$ cat config.mk
export PLATFORM = sky130hd
export DESIGN_NAME = bmem_arbiter
export DESIGN_NICKNAME = d
export VERILOG_FILES = /design/src/rtl/bmem_pkg.sv /design/src/rtl/bmem_arb_pick.sv /design/src/rtl/bmem_arbiter.sv
export SDC_FILE = /design/constraint.sdc
export NUM_CORES = 1
export LEC_CHECK = 0
export BUFFER_PORTS_ARGS = -buffer_cell sky130_fd_sc_hd__clkbuf_2
export CORE_AREA = 8 8 186 188
export CTS_CLUSTER_DIAMETER = 200
export CTS_CLUSTER_SIZE = 40
export DETAILED_ROUTE_END_ITERATION = 16
export DIE_AREA = 0 0 194 196
export MAX_ROUTING_LAYER = met4
export PLACE_DENSITY = 0.41
export SLEW_MARGIN = 20
export SYNTH_ARGS = -nofsm -noshare
export SYNTH_HDL_FRONTEND = slang
export SYNTH_HIERARCHICAL = 1
export SYNTH_SLANG_ARGS = --single-unit
$ cat constraint.sdc
create_clock -name clk -period 1.83 [get_ports clk]
set_input_delay 0.366 -clock clk [delete_from_list [all_inputs] [get_ports clk]]
set_output_delay 0.366 -clock clk [all_outputs]
set_load 0.02 [all_outputs]
$ cat src/rtl/bmem_pkg.sv
// Shared types and constants for the two-port memory-controller arbiter.
package bmem_pkg;

    typedef enum logic [2:0] {
        IDLE,
        ISSUE,
        WAIT_DROP,
        WAIT_RISE,
        READ_BEATS,
        DONE
    } state_t;

    localparam int ICACHE_PORT = 0;
    localparam int DCACHE_PORT = 1;
    localparam int BEATS       = 4;

endpackage

$ cat src/rtl/bmem_arb_pick.sv
// Combinational grant picker: a lone requester wins; on a tie the port that
// did not win last is chosen (tie last=0 to get fixed dcache priority).
module bmem_arb_pick
    import bmem_pkg::*;
(
    input  logic [1:0] req,
    input  logic       last,
    output logic       winner
);

    always_comb begin
        if (req[ICACHE_PORT] && req[DCACHE_PORT]) begin
            winner = ~last;
        end else begin
            winner = req[DCACHE_PORT];
        end
    end

endmodule

$ cat src/rtl/bmem_arbiter.sv
// Shares one memory controller between icache (port 0) and dcache (port 1).
// Define BMEM_ARB_RR_EN for round-robin ties; otherwise dcache wins ties.
module bmem_arbiter #(
    parameter int ADDR_W = 32,
    parameter int DATA_W = 64,
    parameter int BEATS  = bmem_pkg::BEATS
) (
    input  logic              clk,
    input  logic              rst,
    input  logic [ADDR_W-1:0] req_addr [2],
    input  logic [1:0]        req_read,
    input  logic [1:0]        req_write,
    input  logic [DATA_W-1:0] req_wdata [2],
    output logic [1:0]        req_ready,
    output logic [DATA_W-1:0] req_rdata,
    output logic [ADDR_W-1:0] req_raddr,
    output logic [1:0]        req_rvalid,
    output logic [1:0]        req_wburst,
    output logic [ADDR_W-1:0] mem_addr,
    output logic [DATA_W-1:0] mem_wdata,
    output logic              mem_read,
    output logic              mem_write,
    input  logic              mem_ready,
    input  logic              mem_rvalid,
    input  logic              mem_wburst,
    input  logic [DATA_W-1:0] mem_rdata,
    input  logic [ADDR_W-1:0] mem_raddr
);

    import bmem_pkg::*;

    localparam logic [1:0] LAST_BEAT = 2'(BEATS - 1);

    state_t     state;
    logic       owner;
    logic       op_read;
    logic       last_win;
    logic       grant;
    logic [1:0] beat_cnt;
    logic [1:0] req_any;
    logic       beat_ok;
    logic       wr_busy;

    assign req_any = req_read | req_write;

`ifdef BMEM_ARB_RR_EN
    // Resetting to port 1 hands the very first tie to the icache.
    always_ff @(posedge clk) begin
        if (!rst) begin
            last_win <= 1'b1;
        end else if (state == IDLE && |req_any) begin
            last_win <= grant;
        end
    end
`else
    assign last_win = 1'b0;
`endif

    bmem_arb_pick u_pick (
        .req    (req_any),
        .last   (last_win),
        .winner (grant)
    );

    always_ff @(posedge clk) begin
        if (!rst) begin
            state     <= IDLE;
            owner     <= 1'b0;
            op_read   <= 1'b0;
            beat_cnt  <= 2'd0;
            mem_read  <= 1'b0;
            mem_write <= 1'b0;
            mem_addr  <= '0;
            req_ready <= 2'b00;
        end else begin
            req_ready <= 2'b00;
            case (state)
                IDLE: begin
                    // Read wins when a port raises both strobes.
                    if (|req_any) begin
                        owner     <= grant;
                        op_read   <= req_read[grant];
                        mem_addr  <= req_addr[grant];
                        mem_read  <= req_read[grant];
                        mem_write <= ~req_read[grant];
                        state     <= ISSUE;
                    end
                end
                ISSUE: begin
                    if (mem_ready) begin
                        state <= op_read ? READ_BEATS : WAIT_DROP;
                    end
                end
                READ_BEATS: begin
                    if (mem_rvalid) begin
                        beat_cnt <= beat_cnt + 2'd1;
                        if (beat_cnt == LAST_BEAT) begin
                            mem_read         <= 1'b0;
                            req_ready[owner] <= 1'b1;
                            state            <= DONE;
                        end
                    end
                end
                WAIT_DROP: begin
                    if (!mem_ready) begin
                        state <= WAIT_RISE;
                    end
                end
                WAIT_RISE: begin
                    if (mem_ready) begin
                        mem_write        <= 1'b0;
                        req_ready[owner] <= 1'b1;
                        state            <= DONE;
                    end
                end
                DONE: begin
                    owner    <= 1'b0;
                    beat_cnt <= 2'd0;
                    state    <= IDLE;
                end
                default: state <= IDLE;
            endcase
        end
    end

    // Steering back to the owner is combinational so beats see no added latency.
    assign beat_ok = (state == READ_BEATS) && mem_rvalid;
    assign wr_busy = !op_read &&
                     (state == ISSUE || state == WAIT_DROP || state == WAIT_RISE);

    always_comb begin
        req_rvalid        = 2'b00;
        req_wburst        = 2'b00;
        req_rvalid[owner] = beat_ok;
        req_wburst[owner] = wr_busy & mem_wburst;
    end

    assign mem_wdata = req_wdata[owner];
    assign req_rdata = mem_rdata;
    assign req_raddr = mem_raddr;

endmodule
==> results.rst, run 1 <==
.. list-table::
   :header-rows: 1

   * - Metric
     - Value
   * - Outcome
     - complete, but fails checks
   * - Violated checks
     - negative setup slack
   * - Nets in the synthesized netlist
     - 679
   * - Number of maximum-capacitance constraint violations
     - 0
   * - Post-synthesis async set-or-reset flop share
     - 0%
   * - Post-layout min period
     - 1.86 ns
   * - Nets@finish
     - 900
   * - Via count normalized by instance count
     - 3.68
   * - Full die area
     - 38000 sq um
   * - Sequential cell area fraction in the yosys report
     - 23.8%
   * - Share of cells above drive strength 1
     - 70.6%
   * - Yosys top cell area share
     - between 20% and 30%
   * - Worst-case vdd ir drop
     - 0.419 mV
   * - Metal1 wirelength
     - 8290 um
   * - Start point of the critical path
     - owner
   * - Gate count of the mapped netlist
     - 381
   * - Routed met2 length
     - 9860 um
   * - Final Wtd Congestion
     - 0.853
   * - Final Skew
     - a little over 0.003 ns
   * - Final antenna-violating net count
     - 0
   * - Routed len/inst
     - 21.0 um
   * - Sw Ratio
     - between 30% and 40%
   * - Port Buffer Count
     - 304
   * - Post-synthesis cell type with the largest combined area
     - sky130_fd_sc_hd__dfxtp_1
   * - Crit path arrival time
     - 1.49 ns
   * - CTS clock-pin slew for the worst setup and hold paths
     - 0.06 ns
   * - Most frequent cells after synthesis
     - sky130_fd_sc_hd__buf_4, sky130_fd_sc_hd__mux2_2, sky130_fd_sc_hd__dfxtp_1
   * - Dominant register cell in the synthesized netlist
     - sky130_fd_sc_hd__dfxtp_1
   * - Total grt overflow
     - 0
   * - Core region area
     - 31900 sq um
   * - Sequential Power Share
     - 24.5%
   * - Highest metal layer with signal wires
     - met4
   * - Row count
     - 66
   * - Data required time at the worst endpoint
     - 1.46 ns
   * - Maximum number of buffers from clock root to sink
     - 2
   * - Detailed Route Iter0 Violations
     - 74
   * - EDFF count, synth
     - 0
   * - CTS HTree Levels
     - 2
   * - Power dissipated by switching net loads
     - 1.77 mW
   * - Clk pwr share
     - 21.4%
   * - Vias in the first global route
     - 4104
   * - Maximum net fanout on the critical path
     - 7
   * - Routed wire length
     - 21200 um
   * - Root Buffer Master
     - sky130_fd_sc_hd__clkbuf_16
   * - Number of endpoints with negative hold slack in the final report
     - 0
   * - DRC violations left
     - 0
   * - Total standard cell area after synthesis
     - 3620 sq um
   * - Total iterations of the first detailed-routing run
     - 4
   * - Number of buffers created by CTS
     - 5
   * - Share of total power in combinational logic
     - 54.1%
   * - Setup violators final
     - 22
   * - Total power density per cell area
     - 785 nW/um^2
   * - Total count of max-transition violations in the final report
     - 0
   * - Global routing usage summed across all routing layers
     - 10.9%
   * - Total power
     - roughly 4.9 mW
   * - Share of the clock period used by the worst path after layout
     - 101%
   * - Die width
     - between 150 and 200 um
   * - Skew-Pair Late Insertion Delay
     - around 0.28 ns
   * - Distinct cell type count after synthesis
     - 38
   * - Setup ws final
     - -0.0269 ns
   * - Leak pwr
     - 3.34 nW
   * - Starting Density
     - 11.4%
   * - Maximum number of pins on one net before global-route repair
     - 33
   * - Warnings, synthesis
     - 6
   * - Internal Pwr Total
     - 3.17 mW
   * - Area Growth Syn to Fin
     - 73.9%
   * - Global-route wire length before repair
     - between 20000 and 30000 um
   * - Path class of the lowest-slack min-delay path
     - in -> reg
   * - Most used standard cell by instance count after synthesis
     - sky130_fd_sc_hd__buf_4
   * - Detailed placer's ending HPWL
     - 18200 um
   * - Top cells by area, synth
     - sky130_fd_sc_hd__dfxtp_1, sky130_fd_sc_hd__buf_4, sky130_fd_sc_hd__mux2_2, sky130_fd_sc_hd__mux2i_1, sky130_fd_sc_hd__o211a_1
   * - Count of state elements after synthesis
     - 43
   * - Reg-to-reg critical path startpoint
     - state[1]
   * - Via total after detailed routing
     - 3727
   * - Met3 routed wirelength
     - 2630 um
   * - Post-route core utilization
     - 19.7%
   * - Fmax
     - 0.539 GHz
   * - RSZ-0062 raised after global routing
     - true
   * - Number of fillers in the final layout
     - 3516
   * - Kind of start point of the critical path
     - flop
   * - Floorplan die height
     - between 150 and 200 um
   * - Crit Path Class
     - reg -> out
   * - Initial antenna violation count
     - 2
   * - Sink count of the clock tree
     - 43
   * - CP endpoint kind
     - output port
   * - Mean area per synthesized cell
     - about 9.5 sq um
   * - Number of primary I/O pins
     - 497
   * - CTS tree
     - done
   * - Beginning of the worst hold path
     - req_addr[57]
-- state kept, by name (all words and copies together), names as in the netlist --
signal,flops
mem_write,1
req_ready,2
mem_addr,32
owner,1
op_read,1
beat_cnt,2
state,3
mem_read,1
-- cell families (layout without fill, tap and decap cells) --
family	after synthesis	count (layout)	share of synthesized area [%]
and+or+nand+nor	62	62	9.72
DFF	43	43	23.8
xor gates and xnor gates	1	1	0.242
buffers and inverters	128	350	24.4
adders and majority gates	1	1	0.346
muxes	99	99	29.6
other	1	3	0.104
AOI/OAI and AO/OA	46	46	11.8
-- layout make-up --
type	count	area [sq um]	share of cell area [%]
multi-input cells	210	2140	34.1
well taps	408	510	8.11
flip-flops and latches	43	871	13.8
diodes	2	5.00	0.0796
clock buffers	6	139	2.21
clock inverters	2	35.0	0.557
repair buffers	340	2580	41.0
inverters	2	7.51	0.119
-- timing repair --
action,in CTS,in global routing
gates cloned,4,0
gates resized for setup,165,109
setup endpoints to repair,64,65
setup buffers,9,1
hold buffers,0,0
pin swaps,1,1
-- path summary, 6_finish.rpt --
path                                      end  slack [ns]  cells past startpoint
worst max-delay path            mem_wdata[30]       -0.03                      4
worst min-delay path             mem_addr[25]        0.44                      4
worst max register to register   mem_addr[23]        0.24                      5
worst min register to register    mem_addr[0]        0.50                      1
-- critical path: stages, from the launching register on --
cell,delay [ns]
sky130_fd_sc_hd__dfxtp_4,0.43
sky130_fd_sc_hd__buf_12,0.16
sky130_fd_sc_hd__buf_12,0.15
sky130_fd_sc_hd__mux2_4,0.32
sky130_fd_sc_hd__buf_8,0.14
-- stage by stage --
stage / setup TNS, ns / hold slack (ns) / setup slack, ns / instance area [sq um] / cells
after floorplan: 0 / 0.465 / 0.113 / 3620 / 381
after global placement: 0 / 0.479 / 0.0685 / 5070 / 992
after detailed placement: 0 / 0.487 / 0.0650 / 5070 / 992
after CTS: -4.02 / 0.436 / -0.0932 / 6120 / 1012
after global routing: -2.81 / 0.465 / -0.0909 / 6290 / 1013
final: -0.358 / 0.444 / -0.0269 / 6290 / 1013
-- placed cells by master (no fill, tap or decap), drive strengths merged --
| cell type | netlist | layout |
|---|---|---|
| a211o | 1 | 1 |
| a21boi | 3 | 3 |
| a21oi | 3 | 3 |
| a221oi | 1 | 1 |
| and2 | 2 | 2 |
| and3b | 1 | 1 |
| and4b | 1 | 1 |
| buf | 119 | 101 |
| bufinv | 0 | 1 |
| clkbuf | 7 | 245 |
| clkinv | 0 | 1 |
| conb | 1 | 1 |
| dfxtp | 43 | 43 |
| diode | 0 | 2 |
| ha | 1 | 1 |
| inv | 2 | 2 |
| mux2 | 64 | 64 |
| mux2i | 35 | 35 |
| nand2 | 4 | 4 |
| nand2b | 1 | 1 |
| nand3 | 34 | 34 |
| nor2 | 6 | 6 |
| nor2b | 1 | 1 |
| nor3 | 1 | 1 |
| nor3b | 2 | 2 |
| nor4 | 2 | 2 |
| nor4b | 1 | 1 |
| nor4bb | 1 | 1 |
| o211a | 33 | 33 |
| o21a | 1 | 1 |
| o21ai | 2 | 2 |
| o21bai | 1 | 1 |
| o31a | 1 | 1 |
| or2 | 2 | 2 |
| or3 | 2 | 2 |
| or4 | 1 | 1 |
| xnor2 | 1 | 1 |
-- per-layer routing --
layer | vias up | GRT usage (%)
li1 | 1702 | -
met1 | 1704 | 11.8
met2 | 285 | 17.1
met3 | 36 | 5.71
met4 | 0 | 3.14
met5 | - | -
-- power groups by stage --
stage                     clock network [mW]  registers [mW]  logic [mW]
after floorplan                            0            1.37        1.32
after global placement                     0            1.24        2.09
after detailed placement                   0            1.24        2.08
after CTS                               1.11            1.21        2.59
after global routing                    1.15            1.23        2.86
final                                   1.06            1.21        2.67
(Power assumes the default switching activity.)
==> run 2: changes to the inputs <==
--- a/config.mk
+++ b/config.mk
@@ -5,15 +5,15 @@
 export SDC_FILE = /design/constraint.sdc
 export NUM_CORES = 1
 export LEC_CHECK = 0
+export ABC_AREA = 1
 export BUFFER_PORTS_ARGS = -buffer_cell sky130_fd_sc_hd__clkbuf_2
-export CORE_AREA = 8 8 186 188
+export CORE_AREA = 8 8 188 190
 export CTS_CLUSTER_DIAMETER = 200
 export CTS_CLUSTER_SIZE = 40
 export DETAILED_ROUTE_END_ITERATION = 16
-export DIE_AREA = 0 0 194 196
+export DIE_AREA = 0 0 196 198
 export MAX_ROUTING_LAYER = met4
 export PLACE_DENSITY = 0.41
-export SLEW_MARGIN = 20
 export SYNTH_ARGS = -nofsm -noshare
 export SYNTH_HDL_FRONTEND = slang
 export SYNTH_HIERARCHICAL = 1
==> constraint.sdc (replaced) <==
create_clock -name clk -period 2.01 [get_ports clk]
set_input_delay 0.402 -clock clk [delete_from_list [all_inputs] [get_ports clk]]
set_output_delay 0.402 -clock clk [all_outputs]
set_load 0.02 [all_outputs]
==> run 2 against run 1 <==
The run now ends clean. Critical path depth is 2 higher. Die area is 2.1% higher. Register-to-register slack better by 0.12 ns. Global-route usage is 0.78 points lower. Sequential power is 27% higher. Non-clock buffer count is 27 lower. First-iteration DRC count is 100% higher. Clock skew is 0.0023 ns higher. Core utilization is 3.7 points lower. Via count is 20% higher. Hold slack better by 0.016 ns. Synthesized area is 3.1% higher. Highest routed layer unchanged.
==> results.rst, run 2 <==
.. list-table::
   :header-rows: 1

   * - Metric
     - Value
   * - Share of cells above drive strength 1
     - 39.8%
   * - Via count normalized by instance count
     - 3.56
   * - Vias in the first global route
     - 4475
   * - Full die area
     - 38800 sq um
   * - Crit Path Class
     - reg -> out
   * - Cell total after placement
     - ~1200
   * - Kind of start point of the critical path
     - flop
   * - Worst setup slack before clock tree synthesis
     - 0.311 ns
   * - Number of primary I/O pins
     - 497
   * - Inserted Diodes
     - 0
   * - Dominant register cell in the synthesized netlist
     - sky130_fd_sc_hd__dfxtp_1
   * - Global routing usage summed across all routing layers
     - roughly a tenth
   * - Port Buffer Count
     - slightly above 300
   * - Starting Density
     - a little under an eighth
   * - Mean area per synthesized cell
     - 5.69 sq um
   * - Post-route standard cell area excluding fillers
     - 5160 sq um
   * - Share of the clock period used by the worst path after layout
     - 92.2%
   * - Fraction of met1 tracks used by global routing
     - 11.9%
   * - Number of endpoints with negative hold slack in the final report
     - 0
   * - Yosys top cell area share
     - 24.7%
   * - Nets in the synthesized netlist
     - approximately 950
   * - Total power density per cell area
     - between 1000 and 1500 nW/um^2
   * - Total standard cell area after synthesis
     - 3730 sq um
   * - Area Growth Syn to Fin
     - 38.3%
   * - Worst-case vdd ir drop
     - 0.365 mV
   * - Global-route wire length before repair
     - approximately 28000 um
   * - Root Buffer Master
     - sky130_fd_sc_hd__clkbuf_16
   * - Sequential cell area fraction in the yosys report
     - 23.1%
   * - Detailed placer's ending HPWL
     - 17900 um
   * - Commonest cells after routing, fill and taps aside
     - sky130_fd_sc_hd__clkbuf_2, sky130_fd_sc_hd__nand2_1, sky130_fd_sc_hd__nor2_1, sky130_fd_sc_hd__o21ai_0, sky130_fd_sc_hd__inv_1
   * - Row count
     - 66
   * - Most frequent cells after synthesis
     - sky130_fd_sc_hd__nand2_1, sky130_fd_sc_hd__buf_4, sky130_fd_sc_hd__nor2_1
   * - Routed wire length
     - 20200 um
   * - DRC violations left
     - 0
   * - CTS tree
     - done
   * - Leak pwr
     - 3.06 nW
   * - Setup violators final
     - 0
   * - Skew-Pair Late Insertion Delay
     - approximately 0.30 ns
   * - Delay contributed by the slowest stage of the critical path
     - 0.36 ns
   * - Setup ws final
     - 0.156 ns
   * - Warnings, synthesis
     - 6
   * - Total iterations of the first detailed-routing run
     - 4
   * - Max FFs per register
     - 32
   * - Critical path's top delay family
     - simple AND/OR/NAND/NOR gates
   * - Maximum number of buffers from clock root to sink
     - 2
   * - Final antenna-violating net count
     - 0
   * - Maximum number of pins on one net before global-route repair
     - 54
   * - Data required time at the worst endpoint
     - about 1.6 ns
   * - Crit path arrival time
     - ~1.5 ns
   * - Path class of the lowest-slack min-delay path
     - in -> reg
   * - Register with the most flip-flops
     - mem_addr
   * - Floorplan die height
     - 198 um
   * - Most frequent CP cell
     - sky130_fd_sc_hd__nor2_4
   * - Most used routing layer
     - met2
   * - Relative slew slack
     - 61.0%
   * - Maximum net fanout on the critical path
     - 7
   * - List of cells traversed by the critical path
     - nor2_4 -> nand2_2 -> nor2_4 -> inv_2 -> nor2_1 -> clkbuf_2
   * - CTS HTree Levels
     - 2
   * - Top cells by area, synth
     - sky130_fd_sc_hd__nand2_1, sky130_fd_sc_hd__dfxtp_1, sky130_fd_sc_hd__buf_4, sky130_fd_sc_hd__nor2_1, sky130_fd_sc_hd__o21ai_0
   * - Met2 track demand over resource
     - 14.9%
   * - Final Wtd Congestion
     - 0.837
   * - Leading registers by flop count
     - mem_addr (32), state (3)
   * - Most common cell after layout, fill and taps aside
     - sky130_fd_sc_hd__clkbuf_2
   * - Buffers and inverters on the worst path
     - 2
   * - Initial antenna violation count
     - 0
   * - Placed standard-cell area
     - between 4000 and 5000 sq um
   * - Nets@finish
     - approximately 1100
   * - RSZ-0062 raised after global routing
     - false
   * - CP endpoint kind
     - output port
   * - Core region area
     - 32200 sq um
   * - Number of maximum-capacitance constraint violations
     - 0
   * - Distinct cell type count after synthesis
     - 24
   * - Post-layout min period
     - 1.85 ns
   * - Routed len/inst
     - around 16 um
   * - Most used standard cell by instance count after synthesis
     - sky130_fd_sc_hd__nand2_1
   * - Total count of max-transition violations in the final report
     - 0
   * - Number of fillers in the final layout
     - 3844
   * - Post-synthesis cell type with the largest combined area
     - sky130_fd_sc_hd__nand2_1
   * - Gate count of the mapped netlist
     - 655
   * - Final Skew
     - 0.00542 ns
   * - Fmax
     - 0.539 GHz
   * - Cell with the largest stage delay on the worst path
     - sky130_fd_sc_hd__dfxtp_2
   * - Total grt overflow
     - 0
   * - Die width
     - 196 um
   * - Accumulated negative setup slack
     - 0 ns
   * - Count of state elements after synthesis
     - 43
   * - Via total after detailed routing
     - 4467
   * - Post-synthesis async set-or-reset flop share
     - 0%
   * - Number of buffers created by CTS
     - 5
   * - Outcome
     - completed
   * - Least-Margin Pin Slew
     - just under 0.6 ns
   * - Met3 track demand over resource
     - 4.84%
   * - Sink count of the clock tree
     - 43
   * - CTS clock-pin slew for the worst setup and hold paths
     - 0.07 ns
   * - Non-filler cells in the finished layout
     - 1255
   * - EDFF count, synth
     - 0
   * - Detailed Route Iter0 Violations
     - 150
-- run 2: stage by stage --
step / hold slack [ns] / power [mW] / util (%)
2_1_floorplan: 0.443 / 4.36 / -
3_3_place_gp: 0.454 / 5.70 / 15.5
3_5_place_dp: 0.465 / 5.69 / 15.5
4_1_cts: 0.439 / 6.66 / 16.0
5_1_grt: 0.471 / 7.09 / 16.0
6_report: 0.459 / 6.49 / 16.0
-- run 2: logic make-up after synthesis --
logic type                 Yosys count  synth area share (%)
DFF                                 43                  23.1
and+or+nand+nor                    352                  36.7
buffers and inverters              182                  29.4
other                                1                 0.101
xor gates and xnor gates             1                 0.235
adders and majority gates            1                 0.335
AOI/OAI and AO/OA                   75                  10.2
-- run 2: where the power goes --
part	internal [mW]	switching, mW
combinational	1.26	2.79
clock	0.531	0.371
sequential	1.26	0.277
total	3.05	3.44
-- run 2: area by class of cell --
cell class / instances / area, sq um / area share, %
clock buffers: 8 / 156 / 3.03
inverters: 53 / 204 / 3.95
flip-flops and latches: 43 / 865 / 16.8
repair buffers: 313 / 1640 / 31.8
multi-input cells: 430 / 1780 / 34.6
well taps: 408 / 510 / 9.90
-- run 2: repair_timing --
| action | CTS | global route |
|---|---|---|
| setup endpoints to repair | 0 | 4 |
| buffers inserted | 0 | 1 |
| hold endpoints to repair | 0 | 0 |
| gates resized for setup | 0 | 4 |
| hold buffers | 0 | 0 |
-- run 2: worst paths after layout --
| kind | from | endpoint | slack, ns | cells after the start |
|---|---|---|---|---|
| hold / removal | rst | op_read | 0.46 | 3 |
| hold reg to reg | op_read | op_read | 0.47 | 2 |
| setup reg to reg | state[1] | owner | 0.36 | 7 |
| setup / recovery | state[1] | req_rvalid[1] | 0.16 | 6 |
-- run 2: routing by layer --
layer | routed length (um) | part of all wire (%) | vias up
li1 | - | - | 2261
met1 | 8670 | 43 | 1865
met5 | 0 | 0 | -
met3 | 2340 | 12 | 32
met4 | 455 | 2.3 | 0
met2 | 8750 | 43 | 309
-- run 2: worst reg2reg max path, delay by kind of cell (launching register included) --
family | cells | cell delay (ns)
and+or+nand+nor | 3 | 0.36
AOI/OAI and AO/OA | 2 | 0.58
DFF | 1 | 0.36
buffers and inverters | 2 | 0.21
==> run 3: changes to the inputs <==
--- a/config.mk
+++ b/config.mk
@@ -5,15 +5,14 @@
 export SDC_FILE = /design/constraint.sdc
 export NUM_CORES = 1
 export LEC_CHECK = 0
-export ABC_AREA = 1
 export BUFFER_PORTS_ARGS = -buffer_cell sky130_fd_sc_hd__clkbuf_2
-export CORE_AREA = 8 8 188 190
+export CORE_AREA = 8 8 186 188
 export CTS_CLUSTER_DIAMETER = 200
 export CTS_CLUSTER_SIZE = 40
 export DETAILED_ROUTE_END_ITERATION = 16
-export DIE_AREA = 0 0 196 198
+export DIE_AREA = 0 0 194 196
 export MAX_ROUTING_LAYER = met4
-export PLACE_DENSITY = 0.41
+export PLACE_DENSITY_LB_ADDON = 0.25
 export SYNTH_ARGS = -nofsm -noshare
 export SYNTH_HDL_FRONTEND = slang
 export SYNTH_HIERARCHICAL = 1
==> run 3 against run 2 <==
Die area decreased by 2.0%. Largest power group unchanged. Count of clock-buffer cells in the layout unchanged. Via count decreased by 22%. Sequential cell count unchanged. Largest cell class unchanged. Global-route usage decreased by 0.48 points. Clock power decreased by 2.4%. Sequential power decreased by 29%. Total power decreased by 42%. Critical path type unchanged. Combinational power decreased by 56%. Clock skew decreased by 0.0026 ns.
==> results.rst, run 3 (synthesis results as in run 1) <==
.. list-table::
   :header-rows: 1

   * - Metric
     - Value
   * - Share of total power in combinational logic
     - 47.6%
   * - Crit Path Class
     - reg -> out
   * - Post-route standard cell area excluding fillers
     - 5160 sq um
   * - Max FFs per register
     - 32
   * - Routed len/inst
     - 19.0 um
   * - Most common cell after layout, fill and taps aside
     - sky130_fd_sc_hd__clkbuf_2
   * - Initial antenna violation count
     - 1
   * - Share of cells above drive strength 1
     - 68.7%
   * - Number of buffers created by CTS
     - 5
   * - Port Buffer Count
     - 304
   * - Sw Ratio
     - 39.0%
   * - Sequential Power Share
     - 29.1%
   * - Beginning of the worst hold path
     - rst
   * - Non-filler cells in the finished layout
     - 993
   * - Internal Pwr Total
     - 2.30 mW
   * - Total power density per cell area
     - between 700 and 800 nW/um^2
   * - Row count
     - 66
   * - Core region area
     - 31900 sq um
   * - Worst-case vdd ir drop
     - 0.358 mV
   * - Detailed placer's ending HPWL
     - between 15000 and 20000 um
   * - Skew-Pair Late Insertion Delay
     - 0.28 ns
   * - Commonest cells after routing, fill and taps aside
     - sky130_fd_sc_hd__clkbuf_2, sky130_fd_sc_hd__mux2_2, sky130_fd_sc_hd__dfxtp_1, sky130_fd_sc_hd__mux2i_1, sky130_fd_sc_hd__nand3_1
   * - Path class of the lowest-slack min-delay path
     - in -> reg
   * - Cell total after placement
     - 982
   * - Data required time at the worst endpoint
     - 1.61 ns
   * - Number of maximum-capacitance constraint violations
     - 0
   * - Number of endpoints with negative hold slack in the final report
     - 0
   * - Detailed Route Iter0 Violations
     - 72
   * - Clk pwr share
     - 23.3%
   * - Total iterations of the first detailed-routing run
     - 4
   * - Final hold slack
     - 0.478 ns
   * - Maximum net fanout on the critical path
     - 38
   * - Relative slew slack
     - 40.5%
   * - Reg-to-reg critical path startpoint
     - state[1]
   * - Starting Density
     - 11.4%
   * - Die width
     - 194 um
   * - CTS HTree Levels
     - 2
   * - Outcome
     - completed
   * - Delay contributed by the slowest stage of the critical path
     - ~0.44 ns
   * - Register with the most flip-flops
     - mem_addr
   * - Power dissipated by switching net loads
     - around 1.5 mW
   * - Vias in the first global route
     - 3830
   * - Maximum number of pins on one net before global-route repair
     - 39
   * - DRC violations left
     - 0
   * - Inserted Diodes
     - 0
   * - Via total after detailed routing
     - 3506
   * - Routed wire length
     - 18900 um
   * - List of cells traversed by the critical path
     - buf_12 -> mux2_2 -> buf_2
   * - Final antenna-violating net count
     - 0
   * - Maximum number of buffers from clock root to sink
     - 2
   * - Fmax
     - 0.519 GHz
   * - CTS clock-pin slew for the worst setup and hold paths
     - 0.06 ns
   * - Global-route wire length before repair
     - 26500 um
   * - Floorplan die height
     - 196 um
   * - Nets@finish
     - 882
   * - Sink count of the clock tree
     - 43
   * - Leak pwr
     - 2.81 nW
   * - Area Growth Syn to Fin
     - 42.6%
   * - Full die area
     - around 38000 sq um
   * - Cell with the largest stage delay on the worst path
     - sky130_fd_sc_hd__dfxtp_4
   * - CTS tree
     - done
   * - Via count normalized by instance count
     - 3.53
   * - Leading registers by flop count
     - mem_addr (32), state (3)
   * - Setup violators final
     - 0
   * - Share of the clock period used by the worst path after layout
     - 95.9%
   * - Kind of start point of the critical path
     - flop
   * - RSZ-0062 raised after global routing
     - true
   * - Total count of max-transition violations in the final report
     - 0
   * - Root Buffer Master
     - sky130_fd_sc_hd__clkbuf_16
   * - Crit path arrival time
     - 1.53 ns
   * - Number of primary I/O pins
     - a little under 500
   * - Post-layout min period
     - about 1.9 ns
   * - Final Skew
     - between 0.002 and 0.003 ns
   * - Placed standard-cell area
     - a little under 5000 sq um
   * - Total grt overflow
     - 0
   * - Global routing usage summed across all routing layers
     - 9.61%
   * - Final Wtd Congestion
     - 0.761
   * - Least-Margin Pin Slew
     - around 0.89 ns
   * - Start point of the critical path
     - owner
   * - CP endpoint kind
     - output port
run 3: path summary, 6_finish.rpt:
path,to,slack (ns),cells past startpoint
min reg2reg,mem_addr[14],0.50,1
min,state[0],0.48,2
max reg2reg,mem_addr[12],0.22,3
max,mem_wdata[4],0.08,3
run 3: layout make-up:
class                           instances  area, sq um
Clock buffer                            8          156
Inverter                                2         7.51
Timing Repair Buffer                  322         1710
Tap cell                              408          510
Sequential cell                        43          865
Multi-Input combinational cell        210         1910
Fill cell                            3654        26700
run 3: timing repair:
item,CTS,global route
gates cloned,0,0
hold buffers,0,0
resized for setup,3,3
hold endpoints to repair,0,0
endpoints found under the setup margin,3,11
setup buffers,0,3
run 3: power groups by stage:
| stage | combinational, mW | clock (mW) | sequential (mW) |
|---|---|---|---|
| 6_report | 1.79 | 0.879 | 1.10 |
| 3_3_place_gp | 1.82 | 0 | 1.11 |
| 2_1_floorplan | 1.20 | 0 | 1.25 |
| 3_5_place_dp | 1.81 | 0 | 1.11 |
| 4_1_cts | 1.83 | 0.922 | 1.10 |
| 5_1_grt | 1.96 | 0.955 | 1.11 |
run 3: per-stage QoR:
step	setup TNS, ns	worst slack [ns]	power [mW]	util (%)
finish	0	0.0819	3.77	16.2
global route	-0.00859	-0.00491	4.02	16.2
CTS	0	0.00883	3.85	16.1
detailed placement	0	0.0848	2.93	15.5
global placement	0	0.0708	2.94	15.5
floorplan	0	0.0835	2.45	-
run 3: worst max-delay path: cells and delay by family, from the launching register on:
family                 cells  cell delay [ns]
buffers and inverters      2             0.41
flip-flops                 1             0.44
multiplexers               1             0.37
run 3: metal layers:
| layer | track usage, % | part of all wire (%) | vias to the layer above |
|---|---|---|---|
| met5 | - | 0 | - |
| met4 | 2.86 | 2.7 | 0 |
| met3 | 5.35 | 13 | 37 |
| met2 | 15.4 | 46 | 286 |
| met1 | 10.1 | 38 | 1521 |
| li1 | - | - | 1662 |
